==> config.mk <==
export PLATFORM = sky130hd
export DESIGN_NAME = alu_multicycle
export DESIGN_NICKNAME = d
export VERILOG_FILES = /design/src/rtl/alu_multicycle.sv
export SDC_FILE = /design/constraint.sdc
export NUM_CORES = 1
export LEC_CHECK = 0
export BUFFER_PORTS_ARGS = -buffer_cell sky130_fd_sc_hd__buf_4
export CORE_MARGIN = 2
export CORE_UTILIZATION = 40
export DETAILED_ROUTE_END_ITERATION = 6
export SKIP_LAST_GASP = 1
export SLEW_MARGIN = 20
export SYNTH_ARGS = -nofsm -noshare
export SYNTH_HDL_FRONTEND = slang
export SYNTH_SLANG_ARGS = --single-unit
export TNS_END_PERCENT = 10
==> constraint.sdc <==
create_clock -name Clock -period 11.66 [get_ports Clock]
set_input_delay 3.498 -clock Clock [delete_from_list [all_inputs] [get_ports Clock]]
set_output_delay 3.498 -clock Clock [all_outputs]
set_load 0.02 [all_outputs]
==> src/rtl/alu_multicycle.sv <==
// Execute-stage ALU: single-cycle logic/add/sub/rotate and an iterative
// shift-add multiply that holds Busy for WIDTH cycles before pulsing Done.
module alu_multicycle #(
    parameter int WIDTH = 16,
    parameter int SHW   = 4
) (
    input  logic             Clock,
    input  logic             Reset,
    input  logic             Start,
    input  logic [3:0]       Operacioni,
    input  logic [WIDTH-1:0] A,
    input  logic [WIDTH-1:0] B,
    output logic [WIDTH-1:0] Result,
    output logic             Zero,
    output logic             Carry,
    output logic             Overflow,
    output logic             Invalid,
    output logic             Busy,
    output logic             Done,
    output logic             o_dbg_state
);

    localparam logic [3:0] OP_AND  = 4'b0000;
    localparam logic [3:0] OP_OR   = 4'b0010;
    localparam logic [3:0] OP_XOR  = 4'b0011;
    localparam logic [3:0] OP_ADD  = 4'b0100;
    localparam logic [3:0] OP_ADDI = 4'b0101;
    localparam logic [3:0] OP_ROR  = 4'b0110;
    localparam logic [3:0] OP_MUL  = 4'b0111;
    localparam logic [3:0] OP_SUB  = 4'b1100;
    localparam logic [SHW:0] CNT_LAST = (SHW+1)'(WIDTH - 1);

    typedef enum logic {S_IDLE = 1'b0, S_MUL = 1'b1} state_t;

    state_t r_state, w_state_next;
    logic             w_mul_last;

    logic [WIDTH-1:0]   r_result;
    logic               r_zero, r_carry, r_ovf, r_inv, r_busy, r_done;
    logic [2*WIDTH-1:0] r_acc, r_mcand, w_acc_next;
    logic [WIDTH-1:0]   r_mplier;
    logic [SHW:0]       r_cnt;

    logic [WIDTH:0]     w_sum, w_diff;
    logic [2*WIDTH-1:0] w_ror_wide;
    logic [WIDTH-1:0]   w_alu_result;
    logic               w_alu_carry, w_alu_ovf, w_alu_inv;

    always_ff @(posedge Clock) begin
        if (Reset) r_state <= S_IDLE;
        else       r_state <= w_state_next;
    end

    always_comb begin
        w_state_next = r_state;
        w_mul_last   = 1'b0;
        case (r_state)
            S_IDLE: if (Start && Operacioni == OP_MUL) w_state_next = S_MUL;
            S_MUL: begin
                if (r_cnt == CNT_LAST) begin
                    w_mul_last   = 1'b1;
                    w_state_next = S_IDLE;
                end
            end
            default: w_state_next = S_IDLE;
        endcase
    end

    // Single-cycle datapath evaluates the live inputs; it is captured only on an accepted Start.
    assign w_sum      = {1'b0, A} + {1'b0, B};
    assign w_diff     = {1'b0, A} - {1'b0, B};
    assign w_ror_wide = {A, A} >> B[SHW-1:0];
    assign w_acc_next = r_acc + (r_mplier[0] ? r_mcand : '0);

    always_comb begin
        w_alu_result = '0;
        w_alu_carry  = 1'b0;
        w_alu_ovf    = 1'b0;
        w_alu_inv    = 1'b0;
        case (Operacioni)
            OP_AND: w_alu_result = A & B;
            OP_OR:  w_alu_result = A | B;
            OP_XOR: w_alu_result = A ^ B;
            OP_ADD, OP_ADDI: begin
                w_alu_result = w_sum[WIDTH-1:0];
                w_alu_carry  = w_sum[WIDTH];
                w_alu_ovf    = (A[WIDTH-1] == B[WIDTH-1]) && (w_sum[WIDTH-1] != A[WIDTH-1]);
            end
            OP_SUB: begin
                w_alu_result = w_diff[WIDTH-1:0];
                w_alu_carry  = w_diff[WIDTH];
                w_alu_ovf    = (A[WIDTH-1] != B[WIDTH-1]) && (w_diff[WIDTH-1] != A[WIDTH-1]);
            end
            OP_ROR: w_alu_result = w_ror_wide[WIDTH-1:0];
            OP_MUL: w_alu_result = '0;
            default: w_alu_inv = 1'b1;
        endcase
    end

    always_ff @(posedge Clock) begin
        if (Reset) begin
            r_result <= '0;
            r_zero   <= 1'b0;
            r_carry  <= 1'b0;
            r_ovf    <= 1'b0;
            r_inv    <= 1'b0;
            r_busy   <= 1'b0;
            r_done   <= 1'b0;
            r_acc    <= '0;
            r_mcand  <= '0;
            r_mplier <= '0;
            r_cnt    <= '0;
        end else begin
            r_done <= 1'b0;
            if (r_state == S_IDLE && Start) begin
                if (Operacioni == OP_MUL) begin
                    r_acc    <= '0;
                    r_cnt    <= '0;
                    r_mcand  <= {{WIDTH{1'b0}}, A};
                    r_mplier <= B;
                    r_busy   <= 1'b1;
                end else begin
                    r_result <= w_alu_result;
                    r_zero   <= (w_alu_result == '0);
                    r_carry  <= w_alu_carry;
                    r_ovf    <= w_alu_ovf;
                    r_inv    <= w_alu_inv;
                    r_done   <= 1'b1;
                end
            end else if (r_state == S_MUL) begin
                r_acc    <= w_acc_next;
                r_mcand  <= r_mcand << 1;
                r_mplier <= r_mplier >> 1;
                r_cnt    <= r_cnt + 1'b1;
                // Final iteration publishes the accumulator including this edge's partial product.
                if (w_mul_last) begin
                    r_result <= w_acc_next[WIDTH-1:0];
                    r_zero   <= (w_acc_next[WIDTH-1:0] == '0);
                    r_ovf    <= |w_acc_next[2*WIDTH-1:WIDTH];
                    r_carry  <= 1'b0;
                    r_inv    <= 1'b0;
                    r_busy   <= 1'b0;
                    r_done   <= 1'b1;
                end
            end
        end
    end

    assign Result      = r_result;
    assign Zero        = r_zero;
    assign Carry       = r_carry;
    assign Overflow    = r_ovf;
    assign Invalid     = r_inv;
    assign Busy        = r_busy;
    assign Done        = r_done;
    assign o_dbg_state = r_state;

endmodule

# Yosys cells after proc, flatten, opt, wreduce, memory -nomap -nowiden

Index checks and enable logic that the tools add are counted.

Flip-flop bits (word level): 108
Input bits: 39
Output and inout port bits: 23
Word-level logic and storage cells: 96

Add/subtract/negate cells: 4
Equality and inequality tests: 14
Shift-type cells: 1
Muxes and demuxes: 46
Bitwise gates (word level): 4
Reductions and logical operators: 15

Operators with widths:

| operator                                                        | number |
|---|---|
| 32-bit two-way mux                                              | 7 |
| 16-bit two-way mux                                              | 7 |
| 16-bit one-hot mux with 6 select lines                          | 1 |
| 32-bit adder                                                    | 1 |
| 16-bit zero test                                                | 2 |
| 32-bit by 4-bit >> shifter with 16-bit output                   | 1 |
| 1-bit two-way mux                                               | 25 |
| 16-bit by 16-bit adder with 17-bit output                       | 1 |
| 16-bit by 16-bit subtractor with 17-bit output                  | 1 |
| 16-bit AND                                                      | 1 |
| 4-bit by 3-bit == test with 1-bit output, second input constant | 4 |
| 16-bit OR                                                       | 1 |
| 16-bit OR reduction                                             | 1 |
| 16-bit XOR                                                      | 1 |
| 5-bit two-way mux                                               | 3 |
| 4-bit by 2-bit == test with 1-bit output, second input constant | 2 |
| 7-bit OR reduction                                              | 1 |
| 1-bit one-hot mux with 2 select lines                           | 3 |
| 3-bit AND reduction                                             | 2 |
| 5-bit by 1-bit adder with 5-bit output, second input constant   | 1 |
| 5-bit by 4-bit == test with 1-bit output, second input constant | 1 |
| 4-bit == test, second input constant                            | 1 |
| 1-bit logical AND                                               | 4 |
| 4-bit zero test                                                 | 1 |
| 8 further kinds                                                 | 11 |

# Depth between registers and ports, before layout

Depth in word-level cells: 6
Depth in mapped cells: 14
Depth with buffers taken out: 14

# Least setup slack after synthesis

Ideal clock, no wire load.

Path type: input-to-reg
Start point: in B[1]
End point: reg r_result[15] (netlist: Result[15])
Library setup time: 0.115 ns
Arrival: 6.572 ns
Required time: 11.545 ns
Slack: 4.973 ns
Stages: 14
Cells stage by stage: buf_2 -> buf_2 -> inv_1 -> ha_1 -> a211o_1 -> a221oi_1 -> nor2_1 -> a221oi_2 -> o21ai_1 -> a2111o_1 -> o211ai_1 -> and3_1 -> o221ai_1 -> and2_1

Word-level cells in the longest chain between the ends: 4

Ends and longest elaborated chain:

| element                                                                      | RTL line | text |
|---|---|---|
| start: declaration                                                           | 12       | `input logic [WIDTH-1:0] B,` |
| 16-bit by 16-bit subtractor with 17-bit output, or another cell as far along | 71       | `assign w_diff = {1'b0, A} - {1'b0, B};` |
| 16-bit one-hot mux with 6 select lines (*)                                   | 80       | `case (Operacioni)` |
| 16-bit two-way mux (*)                                                       | 116      | `if (Operacioni == OP_MUL) begin` |
| 16-bit two-way mux (*)                                                       | 115      | `if (r_state == S_IDLE && Start) begin` |
| end signal: assignment                                                       | 123      | `r_result <= w_alu_result;` |
| end signal: assignment                                                       | 137      | `r_result <= w_acc_next[WIDTH-1:0];` |
| end: declaration                                                             | 38       | `logic [WIDTH-1:0] r_result;` |

Mark *: on every way between the ends. The rest lies on a longest branch, timed or not. The select of a mux whose other input is x is not followed.
A chain may end at the register's enable or synchronous reset.

# Worst setup path in the final report

Same ends and word-level chain as after synthesis.

==> impl_metrics.csv <==
group,metric,value,unit
clocking,worst_setup_hold_path_clk_slew,90,ps
clocking,root_buffer,"sky130_fd_sc_hd__clkbuf_16",
logic_synthesis,postSynthRegisterBits,108,
floorplanning,io_pins,62,
clocking,ctsHtreeMaxLevel,3,
timing,post-route-min-period,6630,ps
global_route,antenna_found_initial,0,
timing,timing.slew.headroom,30.6,%
logic_synthesis,postSynthNetCount,1400,
logic_synthesis,synth.lib_cells_used.distinct,83,
critical_path,worst-path-stages,13,
detailed_routing,avgRoutedWirePerCell,19.7,µm
power,power_leakage,4.47,nW
final_layout,diodes,0,
logic_synthesis,async_flop_share,0,%
detailed_routing,drt-total-wl,31.5,mm
timing,sum_of_negative_setup_slack,0,ps
logic_synthesis,synth_ff_type,"sky130_fd_sc_hd__dfxtp_1",
clocking,cts_hold_buffers,0,
floorplanning,initial_utilization,40.6,%
logic_synthesis,synth_edf_count,0,
critical_path,ff2ff_path_depth,13,
logic_synthesis,post_synthesis_sequential_area_ratio,22.7,%
logic_synthesis,synth_top_area_share,22.7,%
timing,post-route-period-util,56.9,%
global_route,global_route.overflow_total,0,
clocking,cts_setup_buffers,0,
critical_path,cp_cell_sequence,"buf_4 > inv_1 > ha_1 > a211o_1 > a221oi_1 > nor2_1 > a221oi_2 > o21ai_1 > a2111o_1 > o31ai_1 > and3_1 > o221ai_1 > and2_1",
place,placement.setup.worst_slack,4710,ps
final_layout,net_count_of_the_finished_layout,1396,
run_status,status,"finished, final reports clean",
logic_synthesis,syn-cell-area,9510,µm²
run,drv.max_cap_violation_count,0,
clocking,cts_resized,0,
critical_path,worst-path-max-fanout,19,
detailed_routing,drc,0,
logic_synthesis,synth_top_family_by_area,"compound AO/OA/AOI/OAI gates",
timing,rsz0062_at_grt,"no",
critical_path,path_class,"primary input to flip-flop",
floorplanning,dieArea,25000,µm²
clocking,tritoncts.num_buffers,9,
timing,finalClockSkew,18.1,ps
timing,total_setup_violations_reported_at_the_end_of_the_flow,0,
floorplanning,die_w,158,µm
detailed_routing,firstDrtPassIters,5,
logic_synthesis,synth_xor_area_share,2.95,%
final_layout,synthToLayoutAreaGrowth,9.63,%
clocking,clock_sink_count,108,
logic_synthesis,postSynthCellCount,1276,
global_route,track_usage,25.4,%
critical_path,type_of_destination_of_the_critical_path,"flip-flop",
logic_synthesis,synth_warnings,0,
detailed_routing,drtIter0Drc,845,
logic_synthesis,most_numerous_cell_in_the_yosys_netlist,"sky130_fd_sc_hd__nor2_1",
detailed_routing,num_vias,9497,
min_path,hold_path_depth,2,
global_route,grt_start_max_net_pins,85,
logic_synthesis,synth.area.mux_share,6.35,%
logic_synthesis,top_cell_type_by_total_area_after_synthesis,"sky130_fd_sc_hd__dfxtp_1",
global_route,grt_first_pass_wirelength,49.3,mm
timing,report.final.hold_viol_count,0,
final_layout,post_route_cells_drive_above_1_share,10.0,%
logic_synthesis,synthesized_area_per_cell,7.45,µm²
critical_path,crit_path_max_incr_delay,480,ps
critical_path,critical_path.top_delay_family,"compound AO/OA/AOI/OAI gates",
detailed_routing,ant_nets,0,
logic_synthesis,share_of_synthesized_cell_area_in_and_or_nand_and_nor_gates,24.6,%
logic_synthesis,yosys-top-cells-area,"sky130_fd_sc_hd__dfxtp_1, sky130_fd_sc_hd__ha_1, sky130_fd_sc_hd__nor2_1",
logic_synthesis,synth_commonest_cells,"sky130_fd_sc_hd__nor2_1, sky130_fd_sc_hd__nand2_1, sky130_fd_sc_hd__dfxtp_1, sky130_fd_sc_hd__a21oi_1, sky130_fd_sc_hd__ha_1",
power,powerDensity,91.1,nW/µm²
detailed_routing,vias_per_cell,5.95,
place,routabilityCongestion,0.943,
power,ir_worst_vdd,0.0000732,V
global_route,first_global_vias,8620,
floorplanning,core_area,23400,µm²
timing,fmaxAchievable,151,MHz
critical_path,critical_path_buf_inv_count,2,
place,port_buffers,61,
critical_path,crit_path_top_delay_cell,"sky130_fd_sc_hd__a221oi_1",
timing,drv_slew,0,
critical_path,timing.critical_path.arrival,6900,ps
place,dpl.hpwl,22.9,mm
logic_synthesis,synth_fa_ha_area_share,11.4,%
floorplanning,height_of_the_chip,158,µm
logic_synthesis,synth_compound_area_share,25.9,%
timing,postLayoutSetupSlackWorst,5030,ps
critical_path,cp-start-kind,"primary input",
clocking,clkLatencyLatePin,370,ps
min_path,hold_wc_path_type,"flip-flop to flip-flop",
clocking,tritoncts_clock_tree,"yes",
timing,worst_slew_pin_slew,1040,ps
floorplanning,number_of_rows_created_at_floorplan,56,
critical_path,critical_path_required,11930,ps
clocking,cts_max_path_buffers,2,
==> worst min-delay path, delay by kind of cell, from the launching register on <==
family,cells,cell delay (ps)
simple gates,1,50
flops,1,320
compound gates,1,50
==> routing by layer <==
| metal | wire [µm] | track usage (%) |
|---|---|---|
| met1 | 15400 | 38.4 |
| met5 | 0 | 0 |
| met4 | 466 | 4.50 |
| met3 | 2300 | 4.27 |
| met2 | 13300 | 37.9 |
==> flip-flops by register name, summed over array words and instances, names as in the netlist <==
| signal | cells |
|---|---|
| Overflow | 1 |
| Invalid | 1 |
| r_mplier | 16 |
| Done | 1 |
| o_dbg_state | 1 |
| Result | 16 |
| Zero | 1 |
| r_acc | 32 |
| r_mcand | 32 |
| Busy | 1 |
| r_cnt | 5 |
| Carry | 1 |
==> where the power goes <==
group          internal (mW)  switching [mW]
combinational         0.0854           0.152
sequential             0.379         0.00831
clock                  0.154           0.171
total                  0.618           0.332
==> cell usage in the layout (no fill, tap or decap), types with 5 or more instances in the layout <==
cell,synthesis,routed
sky130_fd_sc_hd__a2111oi_0,6,6
sky130_fd_sc_hd__a211oi_1,15,15
sky130_fd_sc_hd__a21o_1,13,13
sky130_fd_sc_hd__a21oi_1,103,103
sky130_fd_sc_hd__a221oi_1,7,7
sky130_fd_sc_hd__a22oi_1,20,20
sky130_fd_sc_hd__a311oi_1,36,36
sky130_fd_sc_hd__a31oi_1,8,8
sky130_fd_sc_hd__and2_1,36,36
sky130_fd_sc_hd__and3_1,39,39
sky130_fd_sc_hd__buf_4,0,71
sky130_fd_sc_hd__clkbuf_16,0,9
sky130_fd_sc_hd__dfxtp_1,108,106
sky130_fd_sc_hd__ha_1,82,82
sky130_fd_sc_hd__inv_1,63,63
sky130_fd_sc_hd__mux2i_1,21,21
sky130_fd_sc_hd__mux4_2,16,16
sky130_fd_sc_hd__nand2_1,147,146
sky130_fd_sc_hd__nand2b_1,8,8
sky130_fd_sc_hd__nand3_1,18,18
sky130_fd_sc_hd__nand4_1,11,11
sky130_fd_sc_hd__nor2_1,181,181
sky130_fd_sc_hd__nor2b_1,7,6
sky130_fd_sc_hd__nor3_1,26,26
sky130_fd_sc_hd__o211ai_1,11,11
sky130_fd_sc_hd__o21ai_0,50,50
sky130_fd_sc_hd__o21bai_1,14,14
sky130_fd_sc_hd__o221ai_1,9,9
sky130_fd_sc_hd__o22ai_1,6,6
sky130_fd_sc_hd__o31ai_1,5,5
sky130_fd_sc_hd__xnor2_1,19,19
sky130_fd_sc_hd__xor2_1,13,13
==> final timing paths <==
check              start          to  slack, ps
min            Result[4]   Result[4]        460
min reg2reg    Result[4]   Result[4]        460
max reg2reg  r_mplier[0]    Overflow       7550
max                 B[1]  Result[15]       5030
==> logic make-up (layout without fill, tap and decap cells) <==
logic type / Yosys count / after routing
XOR/XNOR: 32 / 32
AND/OR/NAND/NOR: 504 / 504
adder cells (fa/ha/maj): 85 / 85
buffers and inverters: 152 / 153
flip-flops: 108 / 108
multiplexers: 40 / 40
AO/OA/AOI/OAI: 355 / 355
==> area by class of cell <==
cell class                      count  area [µm²]
Clock buffer                        9         225
Clock inverter                      7        73.8
Fill cell                        2475       13000
Inverter                           66         248
Multi-Input combinational cell   1016        6780
Sequential cell                   108        2160
Tap cell                          319         399
Timing Repair Buffer               71         533
==> per-stage QoR <==
step	hold slack, ps	instances	power, mW	utilization, %	area, µm²
after global routing	481	1596	0.992	44.6	10400
after floorplan	443	1276	0.548	-	9510
after detailed placement	446	1580	0.627	43.3	10100
after CTS	459	1596	0.953	44.5	10400
after global placement	444	1580	0.627	43.3	10100
final	458	1596	0.950	44.6	10400
Note: power is estimated with default switching activity, not from simulation.
